<file path="src/rtl/button_debouncer.sv">
// Push-button conditioner feeding the ALU mode-select stage.
// The raw pin is polarity-corrected and passed through a two-flop synchronizer.
// A five-state FSM then turns it into:
//   - a debounced level,
//   - one-cycle press and release pulses,
//   - optional auto-repeat (hold) pulses while the button stays down.
// step_pulse is the single strobe the mode-select logic advances on.
// Every output comes straight from a flop.
module button_debouncer #(
    parameter int unsigned DEBOUNCE_CYCLES = 500000,
    parameter int unsigned HOLD_CYCLES     = 50000000,
    parameter int unsigned REPEAT_CYCLES   = 12500000,
    parameter bit          REPEAT_EN       = 1'b1,
    parameter bit          ACTIVE_LOW      = 1'b0,
    parameter int unsigned CNT_W           = 26
) (
    input  logic clk,
    input  logic rst_n,
    input  logic button_raw,
    output logic btn_level,
    output logic press_pulse,
    output logic release_pulse,
    output logic hold_pulse,
    output logic step_pulse
);

    typedef enum logic [2:0] {
        IDLE,
        PRESS_WAIT,
        PRESSED,
        REPEAT,
        RELEASE_WAIT
    } state_e;

    // Terminal counts, one per counting state.
    localparam logic [CNT_W-1:0] DEB_LAST  = CNT_W'(DEBOUNCE_CYCLES - 1);
    localparam logic [CNT_W-1:0] HOLD_LAST = CNT_W'(HOLD_CYCLES - 1);
    localparam logic [CNT_W-1:0] REP_LAST  = CNT_W'(REPEAT_CYCLES - 1);

    logic             sync1_q, sync1_d;
    logic             sync2_q, sync2_d;
    state_e           state_q, state_d;
    logic [CNT_W-1:0] cnt_q,   cnt_d;
    logic             btn_level_q, btn_level_d;
    logic             press_q,     press_d;
    logic             release_q,   release_d;
    logic             hold_q,      hold_d;
    logic             step_q,      step_d;

    logic             raw_s;
    logic [CNT_W-1:0] cnt_inc;

    // After polarity correction, 1 always means "pressed".
    // The FSM only ever looks at the second synchronizer stage.
    assign raw_s   = sync2_q;
    assign cnt_inc = cnt_q + CNT_W'(1);

    // Next-state, counter and pulse logic for the debounce / hold FSM.
    always_comb begin
        // NOTE: every signal gets a default first, so no path through the case can infer a latch.
        sync1_d     = button_raw ^ ACTIVE_LOW;
        sync2_d     = sync1_q;
        state_d     = state_q;
        cnt_d       = cnt_q;
        btn_level_d = btn_level_q;
        press_d     = 1'b0;
        release_d   = 1'b0;
        hold_d      = 1'b0;

        unique case (state_q)
            IDLE: begin
                if (raw_s) begin
                    state_d = PRESS_WAIT;
                    cnt_d   = '0;
                end
            end

            PRESS_WAIT: begin
                if (!raw_s) begin
                    // A bounce: drop back quietly.
                    state_d = IDLE;
                    cnt_d   = '0;
                end else if (cnt_q == DEB_LAST) begin
                    state_d     = PRESSED;
                    cnt_d       = '0;
                    btn_level_d = 1'b1;
                    press_d     = 1'b1;
                end else begin
                    cnt_d = cnt_inc;
                end
            end

            PRESSED: begin
                if (!raw_s) begin
                    state_d = RELEASE_WAIT;
                    cnt_d   = '0;
                end else if (cnt_q == HOLD_LAST) begin
                    // With repeat disabled the counter parks here.
                    // It never wraps in that case.
                    if (REPEAT_EN) begin
                        state_d = REPEAT;
                        cnt_d   = '0;
                        hold_d  = 1'b1;
                    end
                end else begin
                    cnt_d = cnt_inc;
                end
            end

            REPEAT: begin
                if (!raw_s) begin
                    state_d = RELEASE_WAIT;
                    cnt_d   = '0;
                end else if (cnt_q == REP_LAST) begin
                    cnt_d  = '0;
                    hold_d = 1'b1;
                end else begin
                    cnt_d = cnt_inc;
                end
            end

            RELEASE_WAIT: begin
                if (raw_s) begin
                    // A glitch during release.
                    // Resume as a fresh hold with no pulse.
                    state_d = PRESSED;
                    cnt_d   = '0;
                end else if (cnt_q == DEB_LAST) begin
                    state_d     = IDLE;
                    cnt_d       = '0;
                    btn_level_d = 1'b0;
                    release_d   = 1'b1;
                end else begin
                    cnt_d = cnt_inc;
                end
            end

            default: begin
                state_d     = IDLE;
                cnt_d       = '0;
                btn_level_d = 1'b0;
            end
        endcase

        step_d = press_d | hold_d;
    end

    // State, counter, synchronizer and registered outputs.
    // A reset lands everything in IDLE at once.
    always_ff @(posedge clk or negedge rst_n) begin
        if (!rst_n) begin
            sync1_q     <= 1'b0;
            sync2_q     <= 1'b0;
            state_q     <= IDLE;
            cnt_q       <= '0;
            btn_level_q <= 1'b0;
            press_q     <= 1'b0;
            release_q   <= 1'b0;
            hold_q      <= 1'b0;
            step_q      <= 1'b0;
        end else begin
            // NOTE: non-blocking assignments let every flop sample the pre-edge values together.
            sync1_q     <= sync1_d;
            sync2_q     <= sync2_d;
            state_q     <= state_d;
            cnt_q       <= cnt_d;
            btn_level_q <= btn_level_d;
            press_q     <= press_d;
            release_q   <= release_d;
            hold_q      <= hold_d;
            step_q      <= step_d;
        end
    end

    assign btn_level     = btn_level_q;
    assign press_pulse   = press_q;
    assign release_pulse = release_q;
    assign hold_pulse    = hold_q;
    assign step_pulse    = step_q;

endmodule

</file>
<file path="config.mk">
export PLATFORM = sky130hd
export DESIGN_NAME = button_debouncer
export DESIGN_NICKNAME = d
export VERILOG_FILES = /design/src/rtl/button_debouncer.sv
export SDC_FILE = /design/constraint.sdc
export NUM_CORES = 1
export LEC_CHECK = 0
export BUFFER_PORTS_ARGS = -buffer_cell sky130_fd_sc_hd__buf_2
export CAP_MARGIN = 20
export CORE_UTILIZATION = 51
export DETAILED_ROUTE_END_ITERATION = 7
export PLACE_DENSITY = 0.7
export SLEW_MARGIN = 15
export SYNTH_ARGS = -nofsm -noshare
export SYNTH_HDL_FRONTEND = slang
export SYNTH_SLANG_ARGS = --single-unit
</file>
<file path="constraint.sdc">
create_clock -name clk -period 1.9 [get_ports clk]
set_input_delay 0.095 -clock clk [delete_from_list [all_inputs] [get_ports clk]]
set_output_delay 0.095 -clock clk [all_outputs]
set_load 0.03 [all_outputs]
</file>
==> metrics.md, run 1 <==
| Metric | Value |
|---|---|
| Vias in the first global route | 2,060 |
| Die Area | 4460 um^2 |
| Worst hold path type | flip-flop to flip-flop |
| Final Net Count | around 310 |
| Sw Ratio | approximately a quarter |
| Met2 wire len | roughly 3.2 mm |
| Comb power frac | 14.2% |
| Dpl hpwl | roughly 4.2 mm |
| Synth Cell Area | 2140 um^2 |
| Post-synthesis average cell area | just over 9 um^2 |
| GRT Util Overall | 31.3% |
| Post-synth EDFFs | 0 |
| First-pass GRT wire length | 10.2 mm |
| Tmin final | 2130 ps |
| Sw power | 0.428 mW |
| Clock share of power | between 30% and 40% |
| Uppermost layer routed | met4 |
| Antenna cell count | 0 |
| Fmax | 470 MHz |
| Die Ht | 66.8 um |
| Routed vias | around 2,200 |
| Reg power frac | roughly 50% |
| Pint | 1.18 mW |
| Routed vias/inst | 6.23 |
| P&R area growth vs syn | 41.7% |
| Failing checks | setup timing |
| Sequential fraction of the synthesis area | 42.1% |
| Final Hold Viols | 0 |
| Port buffer count | 7 |
| Placer congestion estimate | 0.915 |
| Pwr Total | 1.61 mW |
| Die Wd | 66.8 um |
| Gate count of the mapped netlist | 236 |
| Status | finished with violations |
| Met3 wire len | 643 um |
| RSZ-0062 raised after global routing | true |
| Synthesized Nets | 240 |
| Async S/R FF share, synth | 100% |
| Final ANT Viol Nets | 0 |
| Clk root buf | clkbuf_8 |
| Least-Margin Pin Slew | 827 ps |
| WHS | 366 ps |
| Overflow after GRT | 0 |
| Final Worst Setup Slack | -226 ps |
| Share of layout cells above drive strength 1 | a little over two fifths |
| Pwr dens | 530 nW/um^2 |
| Length of routed wiring on met1 | roughly 2.7 mm |
| CTS tree | yes |
| Setup crit start kind | flip-flop |
| Worst Reg-to-Reg Cells | 7 |
| Rows | 23 |
| Initial antenna violation count | 0 |
| Seq cells post-synth | 36 |
| Synth cell types | 50 |
| Starting DRT DRC Count | 279 |
| Remaining DRCs | 0 |
| CP max FO | 5 |
| Dominant synthesized flop cell | dfrtp_1 |
| WL per Instance | 18.9 um |
| Core Region | 4000 um^2 |
| Clk buf depth | 2 |
| Final period utilization | 112% |
| Final WL | 6.79 mm |
| Setup Viol. Count Final | 30 |
| Hold Crit Depth | 0 |
| H-tree levels | 2 |
| Maxcap violations | 0 |
| WS Path Type | flip-flop to flip-flop |
| Clock skew | 5.01 ps |
| Initial Util | approximately 53% |
| DR pass1 iterations | 6 |
| Worst setup EP type | flip-flop |
| I/O pin total | 8 |
| Fin. max-slew vios | 0 |
| Worst Path Arrival | 2310 ps |
| Reg clk slew, reported paths | 80 ps |
| Slew Limit Headroom | 44.9% |
| Max rail drop VDD | 0.000408 V |
| CP required | 2080 ps |
| Clock network latency to the later pin of the worst-skew pair | roughly 290 ps |
| Largest net degree at the start of global routing | 37 |
| CTS Buf Count | 5 |
| Ys Warns | 0 |
| P_leak | 1.33 nW |
| CTS Sinks | 36 |
-- worst paths after layout --
kind / slack, ps / endpoint / from
setup reg to reg: -230 / cnt_q[19]$_DFFE_PN0N_ / cnt_q[14]$_DFFE_PN0N_
max in group asynchronous: 870 / cnt_q[24]$_DFFE_PN0N_ / rst_n
min in group asynchronous: 430 / release_pulse$_DFF_PN0_ / rst_n
setup / recovery: -230 / cnt_q[19]$_DFFE_PN0N_ / cnt_q[14]$_DFFE_PN0N_
hold / removal: 370 / raw_s$_DFF_PN0_ / sync1_q$_DFF_PN0_
hold reg to reg: 370 / raw_s$_DFF_PN0_ / sync1_q$_DFF_PN0_
-- worst max-delay path, stage by stage (launching register included) --
cell and delay [ps]:
dfrtp_1 440, nor4b_2 320, nand4_1 290, o21ai_2 280
buf_6 150, o21a_4 180, o21ai_1 80, mux2_2 270
-- layout make-up --
type / count / area [um^2]
Clock buffer: 6 / 82.6
Clock inverter: 2 / 10.0
Fill cell: 258 / 968
Inverter: 14 / 52.6
Multi-Input combinational cell: 178 / 1330
Sequential cell: 36 / 903
Tap cell: 50 / 62.6
Timing Repair Buffer: 73 / 588
-- state kept, by name, indices dropped and copies added (netlist names) --
name,count
cnt_q,26
state_q,3
btn_level,1
hold_pulse,1
press_pulse,1
raw_s,1
release_pulse,1
step_pulse,1
sync1_q,1
-- routing by layer --
layer,vias up,GRT usage [%]
met3,30,7.02
met2,128,49.9
met1,1062,41.4
met4,0,10.6
met5,-,0
li1,1015,-
-- power groups by stage --
stage	Sequential, mW	Clock [mW]	Combinational (mW)
2_1_floorplan	0.821	0	0.0925
3_3_place_gp	0.812	0	0.174
3_5_place_dp	0.814	0	0.178
5_1_grt	0.799	0.608	0.247
4_1_cts	0.799	0.591	0.192
6_report	0.799	0.580	0.227
-- synthesized netlist by cell type, drive strengths merged, types with 2 or more instances --
cell    number  area, um^2
dfrtp       36         901
o21ai       23         123
a21oi       19        95.1
nor2        17        63.8
nand2       16        60.1
inv         14        52.6
nand3       14        80.1
or3         10        62.6
nand4        9        56.3
nor3         9        56.3
nor4         9        75.1
buf          6        66.3
a22o         5        43.8
and2         5        32.5
and3         5        31.3
a21o         4        30.0
clkbuf       4        25.0
and4         3        27.5
nor2b        3        18.8
mux2         2        22.5
nor4b        2        17.5
nor4bb       2        20.0
or3b         2        17.5
or4          2        18.8
-- cells in the final DEF (no fill, tap or decap), types with 2 or more instances in the layout --
master,instances
nand2_1,15
buf_4,50
nor4_4,3
nor2_4,2
and4_1,2
nor3_1,7
o21ai_2,2
o21ai_1,20
clkinv_2,2
and2_1,4
a21o_1,4
buf_6,14
clkbuf_8,6
dlygate4sd3_1,2
o21a_4,2
nor4_1,5
nand3_1,12
nor2b_1,3
nor2_1,13
buf_2,7
a21oi_1,8
or3_4,2
dfrtp_2,2
a21oi_2,10
mux2_2,2
a22o_1,5
inv_1,14
nand4_1,9
and3_1,4
or3_1,8
nor2_2,2
dfrtp_1,34
-- cell families after synthesis --
family,count (synthesis),share of synthesized area [%]
XOR/XNOR,1,0.409
AND/OR/NAND/NOR,111,31.2
multiplexers,3,1.52
AO/OA/AOI/OAI,60,17.5
adder cells (fa/ha/maj),1,0.585
flip-flops,36,42.1
buffers and inverters,24,6.72
-- stage by stage --
step	setup TNS [ps]	instance area, um^2	setup WS (ps)	cells	util [%]
global placement	-892	2610	-85.1	341	65.2
floorplan	-607	2160	-87.2	236	-
detailed placement	-1720	2610	-130	341	65.2
finish	-3940	3030	-226	359	75.8
CTS	-1910	2830	-123	359	70.8
global route	-5630	3030	-319	359	75.8
-- what timing repair did --
action / CTS / global route
setup endpoints to repair: 26 / 33
buffers inserted: 7 / 3
gates cloned: 2 / 1
endpoints found under the hold margin: 37 / 0
hold buffers: 2 / 0
resized for setup: 12 / 44
pin swaps: 6 / 14
Note: power is estimated with default switching activity, not from simulation.
==> run 2, diff against run 1 <==
PLACE_DENSITY = default   (was 0.7)
PLACE_DENSITY_LB_ADDON = 0.12   (was default)
==> run 2 against run 1 <==
The run still ends with setup timing left. Global-route usage up 1.5 points. Via count grew 2.0%. Sequential power grew 1%. Highest routed layer unchanged. Worst setup slack better by 10 ps. Register-to-register slack is essentially flat. Critical endpoint is now cnt_q[10]$_DFFE_PN0N_. Sequential cell count did not move. Design area up 7.6%. Sequential share of layout area down 2.1 points.
==> metrics.md, run 2 (synthesized netlist as in run 1, its figures left out) <==
| Metric | Value |
|---|---|
| Clock network latency to the later pin of the worst-skew pair | 300 ps (about the same) |
| Multi-input combinational cell area | 1380 um^2 (+3.2%) |
| Hold worst-path end | raw_s$_DFF_PN0_ |
| Worst Setup SP | cnt_q[0]$_DFFE_PN0N_ |
| Commonest cells after routing, fill and taps aside | buf_4 (65), dfrtp_1 (35), o21ai_1 (19), buf_6 (19), inv_1 (14) |
| RSZ-0062 raised after global routing | true |
| Worst Path Arrival | 2330 ps (+20 ps) |
| Status | finished with violations |
| Register area | 902 um^2 (-0.14%) |
| RR Startpoint | cnt_q[0]$_DFFE_PN0N_ |
| First-pass GRT wire length | 10.7 mm (+5.1%) |
| Clk buf depth | 2 (unchanged) |
| WS Path Type | flip-flop to flip-flop |
| Reg with most FFs | cnt_q |
| Setup Viol. Count Final | 25 (-17%) |
| Die Area | 4460 um^2 (unchanged) |
| Hold Crit Depth | 0 (unchanged) |
| Rows | 23 (unchanged) |
| I/O pin total | 8 (unchanged) |
| Routed vias/inst | 6.02 (-3.4%) |
| Initial antenna violation count | 0 (unchanged) |
| Fill count | 242 (-6.2%) |
| Max reg flops | 26 (unchanged) |
| Maxcap violations | 0 (unchanged) |
| Clock skew | 6.90 ps (+1.88 ps) |
| Die Ht | 66.8 um (unchanged) |
| Share of layout cells above drive strength 1 | 47.1% (+4.7 points) |
| Final period utilization | 111% (-0.52 points) |
| Top flop regs | cnt_q (26), state_q (3) |
| Final ANT Viol Nets | 0 (unchanged) |
| Reg clk slew, reported paths | 80 ps (about the same) |
| WL per Instance | 18.9 um (-0.21%) |
| Initial Util | 53.5% (unchanged) |
| Dpl hpwl | 4.19 mm (+0.37%) |
| Fin Setup TNS | -3320 ps (+627 ps) |
| Worst Reg-to-Reg Cells | 9 (+2) |
| Remaining DRCs | 0 (unchanged) |
| Overflow after GRT | 0 (unchanged) |
| Final Net Count | 332 (+6.4%) |
| Final Worst Setup Slack | -216 ps (+9.96 ps) |
| Least-Margin Pin Slew | 813 ps (-14.1 ps) |
| Core Region | 4000 um^2 (unchanged) |
| WHS | 387 ps (+20.8 ps) |
| H-tree levels | 2 (unchanged) |
| CTS Sinks | 36 (unchanged) |
| Most common cell after layout, fill and taps aside | buf_4 |
| Max rail drop VDD | 0.000459 V (+13%) |
| Pwr dens | 542 nW/um^2 (+2.3%) |
| Final WL | 7.15 mm (+5.3%) |
| GRT Util Overall | 32.7% (+1.5 points) |
| Worst hold path type | flip-flop to flip-flop |
| Setup crit start kind | flip-flop |
| Die Wd | 66.8 um (unchanged) |
| Gr busiest metal | met2 |
| Slew Limit Headroom | 45.8% (+0.94 points) |
| Starting DRT DRC Count | 208 (-25%) |
| CP max FO | 6 (+1) |
| DR pass1 iterations | 4 (-2) |
| Tmin final | 2120 ps (-9.96 ps) |
| Non-Filler Instances | 379 (+5.6%) |
| Port buffer count | 7 (unchanged) |
| M1 GR Usage | 44.6% (+3.2 points) |
| P_leak | 1.48 nW (+11%) |
| Largest net degree at the start of global routing | 37 (unchanged) |
| FF-to-FF End | cnt_q[10]$_DFFE_PN0N_ |
| Critical hold path startpoint | sync1_q$_DFF_PN0_ |
| Post-layout util | 81.5% (+5.7 points) |
| Vias in the first global route | 2,176 (+5.6%) |
| P&R area growth vs syn | 52.4% |
| Fmax | 473 MHz (+0.47%) |
| Placer congestion estimate | 0.943 (+3.0%) |
| Routed vias | 2,280 (+2.0%) |
| R2R setup slack | -220 ps (about the same) |
| GRT met2 Usage | 49.4% (-0.51 points) |
| Fin. max-slew vios | 0 (unchanged) |
| Final Hold Viols | 0 (unchanged) |
| Antenna cell count | 0 (unchanged) |
| Worst setup EP type | flip-flop |
| Met3 GRT Util | 6.34% (-0.68 points) |
| CTS Buf Count | 5 (unchanged) |
| Cells after DPL | 346 (+1.5%) |
| Failing checks | setup timing |
| CP required | 2120 ps (+40 ps) |
| Clk root buf | clkbuf_8 |
| CTS tree | yes |
[run 2: cell count changes in the layout (fill, tap and decap cells not counted), sizes merged]
cell,before,now
clkinvlp,0,1
clkinv,2,1
bufinv,0,1
clkbuf,6,5
buf,71,91
[run 2: per-stage QoR]
step                area [um^2]  setup WS [ps]  total power, mW
floorplan                  2160          -87.2            0.913
global placement           2640           -114            0.989
detailed placement         2640           -173            0.994
CTS                        2940           -152             1.69
global route               3260           -260             1.84
finish                     3260           -216             1.77
[run 2: critical path, cell delays in order (launching register included)]
cell,delay [ps]
dfrtp_1,430
ha_4,180
and3_4,190
nand4_1,160
nor4_4,60
buf_4,160
o21a_4,260
buf_6,130
or3_1,350
o21ai_1,110
[run 2: how the worst max path moves through the flow]
stage | to | slack [ps] | cells after the start
2_1_floorplan | cnt_q[12]$_DFFE_PN0N_ | -90 | 8
5_1_grt | cnt_q[10]$_DFFE_PN0N_ | -260 | 9
3_3_place_gp | cnt_q[19]$_DFFE_PN0N_ | -110 | 6
4_1_cts | cnt_q[12]$_DFFE_PN0N_ | -150 | 8
6_report | cnt_q[10]$_DFFE_PN0N_ | -220 | 9
3_5_place_dp | cnt_q[19]$_DFFE_PN0N_ | -170 | 6
[run 2: timing repair]
| action | 4_1_cts | 5_1_grt |
|---|---|---|
| setup endpoints to repair | 25 | 32 |
| setup buffers | 7 | 14 |
| hold buffers | 2 | 0 |
| cloned | 3 | 0 |
| pin swaps | 12 | 18 |
| resized for setup | 16 | 53 |
| endpoints found under the hold margin | 37 | 0 |
[run 2: power by group]
group	leakage (nW)	switching (mW)	internal (mW)
registers	0.492	0.0242	0.785
logic	0.929	0.133	0.134
clock network	0.0541	0.301	0.388
total	1.48	0.458	1.31
[run 2: cell type report]
cell class                 count  area share, %
clock buffer                   5           2.11
multi-input combinational    178           42.2
clock inverter                 3           1.30
inverter                      14           1.61
tap                           50           1.92
sequential                    36           27.7
timing repair buffer          93           23.2
[run 2: per-layer routing]
layer  vias to the layer above  part of all wire, %
met3                        24                  6.5
met2                       103                   47
li1                       1056                    -
met1                      1097                   43
met4                         0                  2.9
met5                         -                    0
